===== src/rtl/labeled_route_sink_pkg.sv =====
// rtl/labeled_route_sink_pkg.sv - shared label encoding and sizing helper for the labeled route sink
package labeled_route_sink_pkg;

  localparam int LBL_W = 1;
  localparam logic [LBL_W-1:0] LBL_L = 1'b0;
  localparam logic [LBL_W-1:0] LBL_H = 1'b1;

  function automatic int ptr_w(input int depth);
    return (depth > 1) ? $clog2(depth) : 1;
  endfunction

endpackage


===== src/rtl/labeled_route_sink_fifo.sv =====
// rtl/labeled_route_sink_fifo.sv - single-domain FIFO with scrub-on-pop and optional drop-on-full
module labeled_fifo
  import labeled_route_sink_pkg::*;
#(
  parameter int DW           = 8,
  parameter int DEPTH        = 4,
  parameter bit DROP_ON_FULL = 1'b0
) (
  input  logic          clk,
  input  logic          rst,
  input  logic          push,
  input  logic [DW-1:0] push_data,
  input  logic          pop_ready,
  output logic          pop_valid,
  output logic [DW-1:0] pop_data,
  output logic          full,
  output logic          ovf
);

  localparam int PW = ptr_w(DEPTH);
  localparam logic [PW:0] FULL_CNT = (PW+1)'(DEPTH);

  logic [DW-1:0] mem [DEPTH];
  logic [PW-1:0] wr_ptr;
  logic [PW-1:0] rd_ptr;
  logic [PW:0]   count;
  logic          empty;
  logic          pop_en;
  logic          push_en;

  assign empty   = (count == '0);
  assign full    = (count == FULL_CNT);
  assign pop_en  = pop_ready && !empty;
  // A full drop-mode FIFO can still take the push when its head leaves this cycle.
  assign push_en = push && (!full || (DROP_ON_FULL && pop_en));
  assign ovf     = DROP_ON_FULL && push && full && !pop_en;

  assign pop_valid = !empty;
  assign pop_data  = mem[rd_ptr];

  always_ff @(posedge clk) begin
    if (rst) begin
      wr_ptr <= '0;
      rd_ptr <= '0;
      count  <= '0;
      for (int i = 0; i < DEPTH; i++) mem[i] <= '0;
    end else begin
      // Scrub first so a full push+pop onto the same slot keeps the new data.
      if (pop_en) begin
        mem[rd_ptr] <= '0;
        rd_ptr      <= rd_ptr + PW'(1);
      end
      if (push_en) begin
        mem[wr_ptr] <= push_data;
        wr_ptr      <= wr_ptr + PW'(1);
      end
      case ({push_en, pop_en})
        2'b10:   count <= count + (PW+1)'(1);
        2'b01:   count <= count - (PW+1)'(1);
        default: count <= count;
      endcase
    end
  end

endmodule


===== src/rtl/labeled_route_sink.sv =====
// rtl/labeled_route_sink.sv - splits a labeled stream into isolated L and H domain channels
module labeled_route_sink
  import labeled_route_sink_pkg::*;
#(
  parameter int DW    = 8,
  parameter int DEPTH = 4,
  parameter int CW    = 8
) (
  input  logic             clk,
  input  logic             rst,
  input  logic             in_valid,
  output logic             in_ready,
  input  logic [LBL_W-1:0] in_lbl,
  input  logic [DW-1:0]    in_data,
  output logic             l_valid,
  input  logic             l_ready,
  output logic [DW-1:0]    l_data,
  output logic             h_valid,
  input  logic             h_ready,
  output logic [DW-1:0]    h_data,
  output logic [CW-1:0]    h_ovf_cnt
);

  logic l_full;
  logic l_push;
  logic l_ovf_unused;
  logic h_push;
  logic h_ovf;
  logic h_full_unused;
  logic accept;

  // in_ready sees only L state, so H occupancy can never leak into L timing.
  assign in_ready = (in_lbl == LBL_H) ? 1'b1 : !l_full;
  assign accept   = in_valid && in_ready;
  assign l_push   = accept && (in_lbl == LBL_L);
  assign h_push   = accept && (in_lbl == LBL_H);

  labeled_fifo #(
    .DW           (DW),
    .DEPTH        (DEPTH),
    .DROP_ON_FULL (1'b0)
  ) u_l_fifo (
    .clk       (clk),
    .rst       (rst),
    .push      (l_push),
    .push_data (in_data),
    .pop_ready (l_ready),
    .pop_valid (l_valid),
    .pop_data  (l_data),
    .full      (l_full),
    .ovf       (l_ovf_unused)
  );

  labeled_fifo #(
    .DW           (DW),
    .DEPTH        (DEPTH),
    .DROP_ON_FULL (1'b1)
  ) u_h_fifo (
    .clk       (clk),
    .rst       (rst),
    .push      (h_push),
    .push_data (in_data),
    .pop_ready (h_ready),
    .pop_valid (h_valid),
    .pop_data  (h_data),
    .full      (h_full_unused),
    .ovf       (h_ovf)
  );

  always_ff @(posedge clk) begin
    if (rst) begin
      h_ovf_cnt <= '0;
    end else if (h_ovf && (h_ovf_cnt != '1)) begin
      h_ovf_cnt <= h_ovf_cnt + CW'(1);
    end
  end

endmodule


===== config.mk =====
export PLATFORM = sky130hd
export DESIGN_NAME = labeled_route_sink
export DESIGN_NICKNAME = d
export VERILOG_FILES = /design/src/rtl/labeled_route_sink_pkg.sv /design/src/rtl/labeled_route_sink_fifo.sv /design/src/rtl/labeled_route_sink.sv
export SDC_FILE = /design/constraint.sdc
export NUM_CORES = 1
export LEC_CHECK = 0
export BUFFER_PORTS_ARGS = -buffer_cell sky130_fd_sc_hd__clkbuf_2
export CAP_MARGIN = 0
export CORE_MARGIN = 2
export CORE_UTILIZATION = 54
export CTS_CLUSTER_SIZE = 28
export DETAILED_ROUTE_END_ITERATION = 6
export GPL_TIMING_DRIVEN = 0
export HOLD_SLACK_MARGIN = 0.12
export PLACE_DENSITY_LB_ADDON = 0.05
export SYNTH_ARGS = -nofsm -noshare
export SYNTH_HDL_FRONTEND = slang
export SYNTH_HIERARCHICAL = 1
export SYNTH_SLANG_ARGS = --single-unit
export TNS_END_PERCENT = 30

===== constraint.sdc =====
create_clock -name clk -period 4.9 [get_ports clk]
set_input_delay 0.245 -clock clk [delete_from_list [all_inputs] [get_ports clk]]
set_output_delay 0.245 -clock clk [all_outputs]
set_load 0.05 [all_outputs]

==> Yosys cells after proc, flatten, opt, wreduce, memory -nomap -nowiden <==
Memories as Yosys holds them, arrays and structs flattened. A register that Yosys moved wholly into a read port is not among the register bits.
Cells that the tools add are included.
{ "totals": {"ff_bits": 22, "ram_bits": 64, "in_bits": 14, "out_inout_bits": 27, "word_cells": 83, "memories": 2} }
{ "memory_table": {"columns": ["memory", "depth", "width", "read_ports", "rd_clocked_by_memory_dff", "wr", "line", "text"], "rows": [
  ["u_h_fifo.mem", 4, 8, 1, 1, 4, "labeled_route_sink_fifo.sv:23", "logic [DW-1:0] mem [DEPTH];"],
  ["u_l_fifo.mem", 4, 8, 1, 1, 4, "labeled_route_sink_fifo.sv:23", null]
]} }
{ "op_classes": {"addsub": 9, "n_eq_ne": 7, "muxes": 33, "bitwise_logic": 1, "reduce_logical": 24} }
{ "op_table": {"columns": ["cell", "count"], "rows": [
  ["8-bit 2-to-1 mux", 4],
  ["8-bit OR reduction", 4],
  ["1-bit 2-to-1 mux", 19],
  ["2-bit 2-to-1 mux", 8],
  ["3-bit one-hot mux with 2 select lines", 2],
  ["1-bit logical AND", 10],
  ["2-bit by 1-bit adder with 2-bit output, second input constant", 4],
  ["8-bit by 1-bit adder with 8-bit output, second input constant", 1],
  ["8-bit != test, second input constant", 1],
  ["3-bit by 1-bit adder with 3-bit output, second input constant", 2],
  ["3-bit == test, second input constant", 2],
  ["3-bit zero test", 2],
  ["3-bit by 1-bit subtractor with 3-bit output, second input constant", 2],
  ["1-bit zero test", 5],
  ["2-bit by 1-bit == test with 1-bit output, second input constant", 2],
  ["2-bit == test, second input constant", 2],
  ["2-bit nonzero test", 2],
  ["1-bit logical OR", 1],
  ["1-bit inverter", 1]
]} }

==> Depth between registers and ports, before layout <==
{ "logic_depth": {"ltp_word": 11, "ltp_mapped": 11} }

==> Hierarchy <==
Netlist, hierarchy kept.
{ "modules_own_cells": {"columns": ["mod", "instances", "cells_per_inst", "area_per_inst_um2", "seq_area_each_um2"], "rows": [
  ["labeled_fifo (u_h_fifo)", 1, 141, 1920.6, 1141.1],
  ["labeled_fifo (u_l_fifo)", 1, 136, 1905.6, 1141.1],
  ["labeled_route_sink", 1, 48, 436.7, 160.2]
]} }

==> Worst setup path after synthesis <==
No wires, ideal clock.
{ "synth_timing": {"kind": "flip-flop to flip-flop", "start": "reg u_l_fifo.count[2]", "end": "reg u_l_fifo.count[2]", "t_arrival_ns": 2.332, "path_slack_ns": 2.498, "path_stages_with_launch": 12, "cell_sequence": "dfxtp_1 -> nor3b_2 -> nor3b_1 -> inv_1 -> nor2_1 -> inv_1 -> ha_1 -> inv_1 -> fa_1 -> xor2_1 -> or3_1 -> a21oi_1"} }
{ "synth_between": {"elab_chain_cells": 8, "word_cells_on_any_way": 15, "cone_classes": "add/sub (2); eq/ne (3); mux (2); reduce/logical (8)"} }
{ "synth_lines": {"columns": ["item", "line", "text"], "rows": [
  ["start, declared", "labeled_route_sink_fifo.sv:26", "logic [PW:0] count;"],
  ["start signal, assigned", "labeled_route_sink_fifo.sv:58", "2'b10: count <= count + (PW+1)'(1);"],
  ["start signal, assigned", "labeled_route_sink_fifo.sv:59", "2'b01: count <= count - (PW+1)'(1);"],
  ["start signal, assigned", "labeled_route_sink_fifo.sv:60", "default: count <= count;"],
  ["3-bit == test *", "labeled_route_sink_fifo.sv:32", "assign full = (count == FULL_CNT);"],
  ["named net l_full", "labeled_route_sink.sv:24", "logic l_full;"],
  ["1-bit zero test *", "labeled_route_sink.sv:33", "assign in_ready = (in_lbl == LBL_H) ? 1'b1 : !l_full;"],
  ["1-bit 2-to-1 mux *", "labeled_route_sink.sv:33", null],
  ["1-bit logical AND *", "labeled_route_sink.sv:34", "assign accept = in_valid && in_ready;"],
  ["1-bit logical AND *", "labeled_route_sink.sv:35", "assign l_push = accept && (in_lbl == LBL_L);"],
  ["named net l_push", "labeled_route_sink.sv:25", "logic l_push;"],
  ["1-bit logical AND *", "labeled_route_sink_fifo.sv:35", "assign push_en = push && (!full || (DROP_ON_FULL && pop_en));"],
  ["2-bit by 1-bit == test with 1-bit output / 2-bit == test (equally long branches)", "labeled_route_sink_fifo.sv:57", "case ({push_en, pop_en})"],
  ["3-bit one-hot mux with 2 select lines / 2-bit nonzero test (equally long branches)", null, null]
]} }
Mark *: on every way through the listed nets, which the timed path passes. The rest lies on a longest branch.
A chain may end at the register's enable or synchronous reset.

==> Final worst setup path <==
Same ends and word-level chain as after synthesis.

==> metrics.md <==
| Metric | Value |
|---|---|
| Die area | 8590 um^2 |
| Critical path class | flip-flop to flip-flop |
| CTS Hold Bufs | 0 |
| Setup crit end kind | flip-flop |
| Critical Path Fanout Max | 10 |
| Syn avg cell area | 13.2 um^2 |
| Cell mode on critical path | inv_1 |
| Pre-antenna DRT Iters | 4 |
| Max-Cap Viols | 0 |
| Width of the die | 92.7 um |
| Antenna viol nets, final | 0 |
| Clk sinks | 90 |
| Tightest Pin Transition | 1290 ps |
| Switch share | 35.3% |
| Clock-pin transition on the worst setup and hold timing paths | 90 ps |
| Via Count | 2722 |
| Placed Cells | 464 |
| Hold EP | u_l_fifo/mem[3][7] |
| Synth Net Count | 349 |
| Final nets | 401 |
| Finished Layout Cells | 481 |
| Register area | 2440 um^2 |
| Outcome | finished, final reports clean |
| Filler instances | 622 |
| Int Pwr | 1.56 mW |
| Core box area | 7690 um^2 |
| Slew Limit Fails | 0 |
| CP startpoint | u_l_fifo/count[2] |
| Initial antenna violation count | 0 |
| Mapped Area | 4250 um^2 |
| GR Overflow Total | 0 |
| CTS tree | built |
| Crit-path leading delay family | simple AND/OR/NAND/NOR gates |
| Total negative setup slack | 0 ps |
| CP arrival | 3150 ps |
| Leak | 1.98 nW |
| Post-Place Setup Slack | 2130 ps |
| Clock Tree Root | clkbuf_8 |
| Critical path's slowest cell | nor3b_2 |
| PnR worst setup slack | 2050 ps |
| Final Cycle Share | 58.2% |
| CTS-repair resized insts | 0 |
| All-Layer GR Usage | 20.6% |
| Reg2reg path depth | 11 |
| Port bufs | 39 |
| Fmax | 350 MHz |
| Clock Skew | 15.7 ps |
| Power Density | 498 nW/um^2 |
| Cell row count | 32 |
| Min cycle time layout | 2850 ps |
| Vias in the first global route | 2653 |
| DR WL/cell | 17.4 um |
| DP Wirelength | 5.63 mm |
| Clk_lat worst skew | 360 ps |
| Area occupied by multi-input gates | 1660 um^2 |
| Final wirelength | 8.38 mm |
| RSZ-0062 raised after global routing | no |
| Placer Congestion | 0.776 |
| DR vias/cell | 5.66 |
| Clock Path Buffers | 2 |
| Slew margin rel. | 12.6% |
| First-pass GRT wire length | 13.3 mm |
| WP data required | 5190 ps |
| Share of layout cells above drive strength 1 | 22.7% |
| Reg power frac | 40.4% |
| Area growth syn-to-layout | 14.1% |
| Worst Path Buf+Inv | 3 |
| Io pins | 41 |
| Crit-path cells | nor3b_2 -> nor3b_1 -> inv_1 -> nor2_1 -> inv_1 -> ha_1 -> inv_1 -> fa_1 -> xor2_1 -> or3_1 -> a21oi_1 |
| Hold wc startpoint | in_data[7] |
| Peak supply drop | 238 uV |
| Clock share of power | 27.6% |
| Final Hold Viols | 0 |
| Initial cell density of the core | 55.3% |
| CTS buffer count | 9 |
| Hold Path Stages | 2 |
| R2r startpoint | u_l_fifo/count[2] |
| Largest stage delay, worst path | 550 ps |
| Worst setup SP type | flip-flop |
| Synth warn | 6 |
| Net switching power figure | 0.852 mW |
| # Post-CTS Setup Buffers | 0 |
| Largest net degree at the start of global routing | 16 |
| Die Y | 92.7 um |
| Setup violators final | 0 |
| Mapped Cells | 322 |
| Comb pwr share | 32.0% |
| DRT iter0 DRCs | 125 |
| Hold Crit Class | input port to flip-flop |
| R2R Setup Slk | 2050 ps |
| Drt drc | 0 |
| Worst r2r dst | u_l_fifo/count[2] |
| Ant. Diodes | 0 |
| CTS H-tree lvls | 3 |
-- power by group through the flow --
| stage | combinational [mW] | sequential, mW | clock, mW |
|---|---|---|---|
| global placement | 0.768 | 0.989 | 0 |
| detailed placement | 0.777 | 0.995 | 0 |
| CTS | 0.781 | 0.977 | 0.667 |
| finish | 0.773 | 0.976 | 0.667 |
| floorplan | 0.628 | 0.976 | 0 |
| global route | 0.829 | 0.990 | 0.698 |
-- placed cells by master, fill, tap and decap left out, types with 2 or more instances in the layout --
cell,instances
buf_2,5
nor2_1,20
clkbuf_1,6
buf_1,3
nor4b_1,4
bufinv_16,4
clkbuf_2,41
a21oi_1,10
o21ai_0,3
clkbuf_8,9
fa_1,2
mux2i_1,2
o311ai_0,2
a31oi_1,2
inv_1,17
and2_1,33
edfxtp_1,64
a211oi_1,2
or3_1,5
nor3_1,6
a221o_1,4
o31ai_1,2
xor2_1,6
nor3b_1,2
xnor2_1,2
and3_1,33
dfxtp_1,26
nand4_1,2
ha_1,11
and4_1,2
nor2b_1,6
nand2b_1,5
a211o_1,3
buf_6,2
mux4_2,16
-- registers in the layout (all words and copies together) (netlist names), named ones only --
register,flops
u_l_fifo/mem,32
u_h_fifo/mem,32
u_h_fifo/rd_ptr,2
h_ovf_cnt,8
u_h_fifo/wr_ptr,2
u_l_fifo/rd_ptr,2
u_h_fifo/count,3
u_l_fifo/count,3
u_l_fifo/wr_ptr,2
-- per-stage QoR --
step / utilization (%) / total power [mW] / hold WS, ps / area (um^2)
final: 63.0 / 2.42 / 266 / 4850
after detailed placement: 59.5 / 1.77 / 511 / 4580
after floorplan: - / 1.60 / 443 / 4250
after global routing: 63.0 / 2.52 / 279 / 4850
after global placement: 59.5 / 1.76 / 503 / 4570
after CTS: 63.0 / 2.43 / 264 / 4840
-- cell type report --
cell class                      instances  share of cell area, %
Sequential cell                        90                   50.4
Multi-Input combinational cell        200                   34.3
Timing Repair Buffer                   41                   4.23
Clock inverter                          6                   2.84
Clock buffer                           10                   2.63
Tap cell                              102                   2.63
Buffer                                 15                   1.60
Inverter                               17                   1.32
-- layer usage --
layer	vias to the layer above	share of wire, %	routed length, um	track usage (%)
met2	61	50	4150	35.8
li1	1296	-	-	-
met4	0	1.3	113	6.74
met1	1353	46	3840	26.3
met3	12	3.3	275	3.82
met5	-	0	0	0
-- worst max-delay path by stage --
| stage | slack, ps | depth (start not counted) | end |
|---|---|---|---|
| 2_1_floorplan | 2500 | 11 | u_l_fifo/count[2] |
| 3_3_place_gp | 2200 | 11 | u_l_fifo/count[2] |
| 3_5_place_dp | 2130 | 11 | u_l_fifo/count[2] |
| 4_1_cts | 2070 | 11 | u_l_fifo/count[2] |
| 5_1_grt | 1780 | 11 | u_l_fifo/count[2] |
| 6_report | 2050 | 11 | u_l_fifo/count[2] |
-- worst register-to-register path, stage by stage (launching register included) --
cell	delay, ps
dfxtp_1	410
nor3b_2	550
nor3b_1	110
inv_1	240
nor2_1	170
inv_1	100
ha_1	190
inv_1	60
fa_1	370
xor2_1	160
or3_1	300
a21oi_1	130
Note: power is estimated with default switching activity, not from simulation.
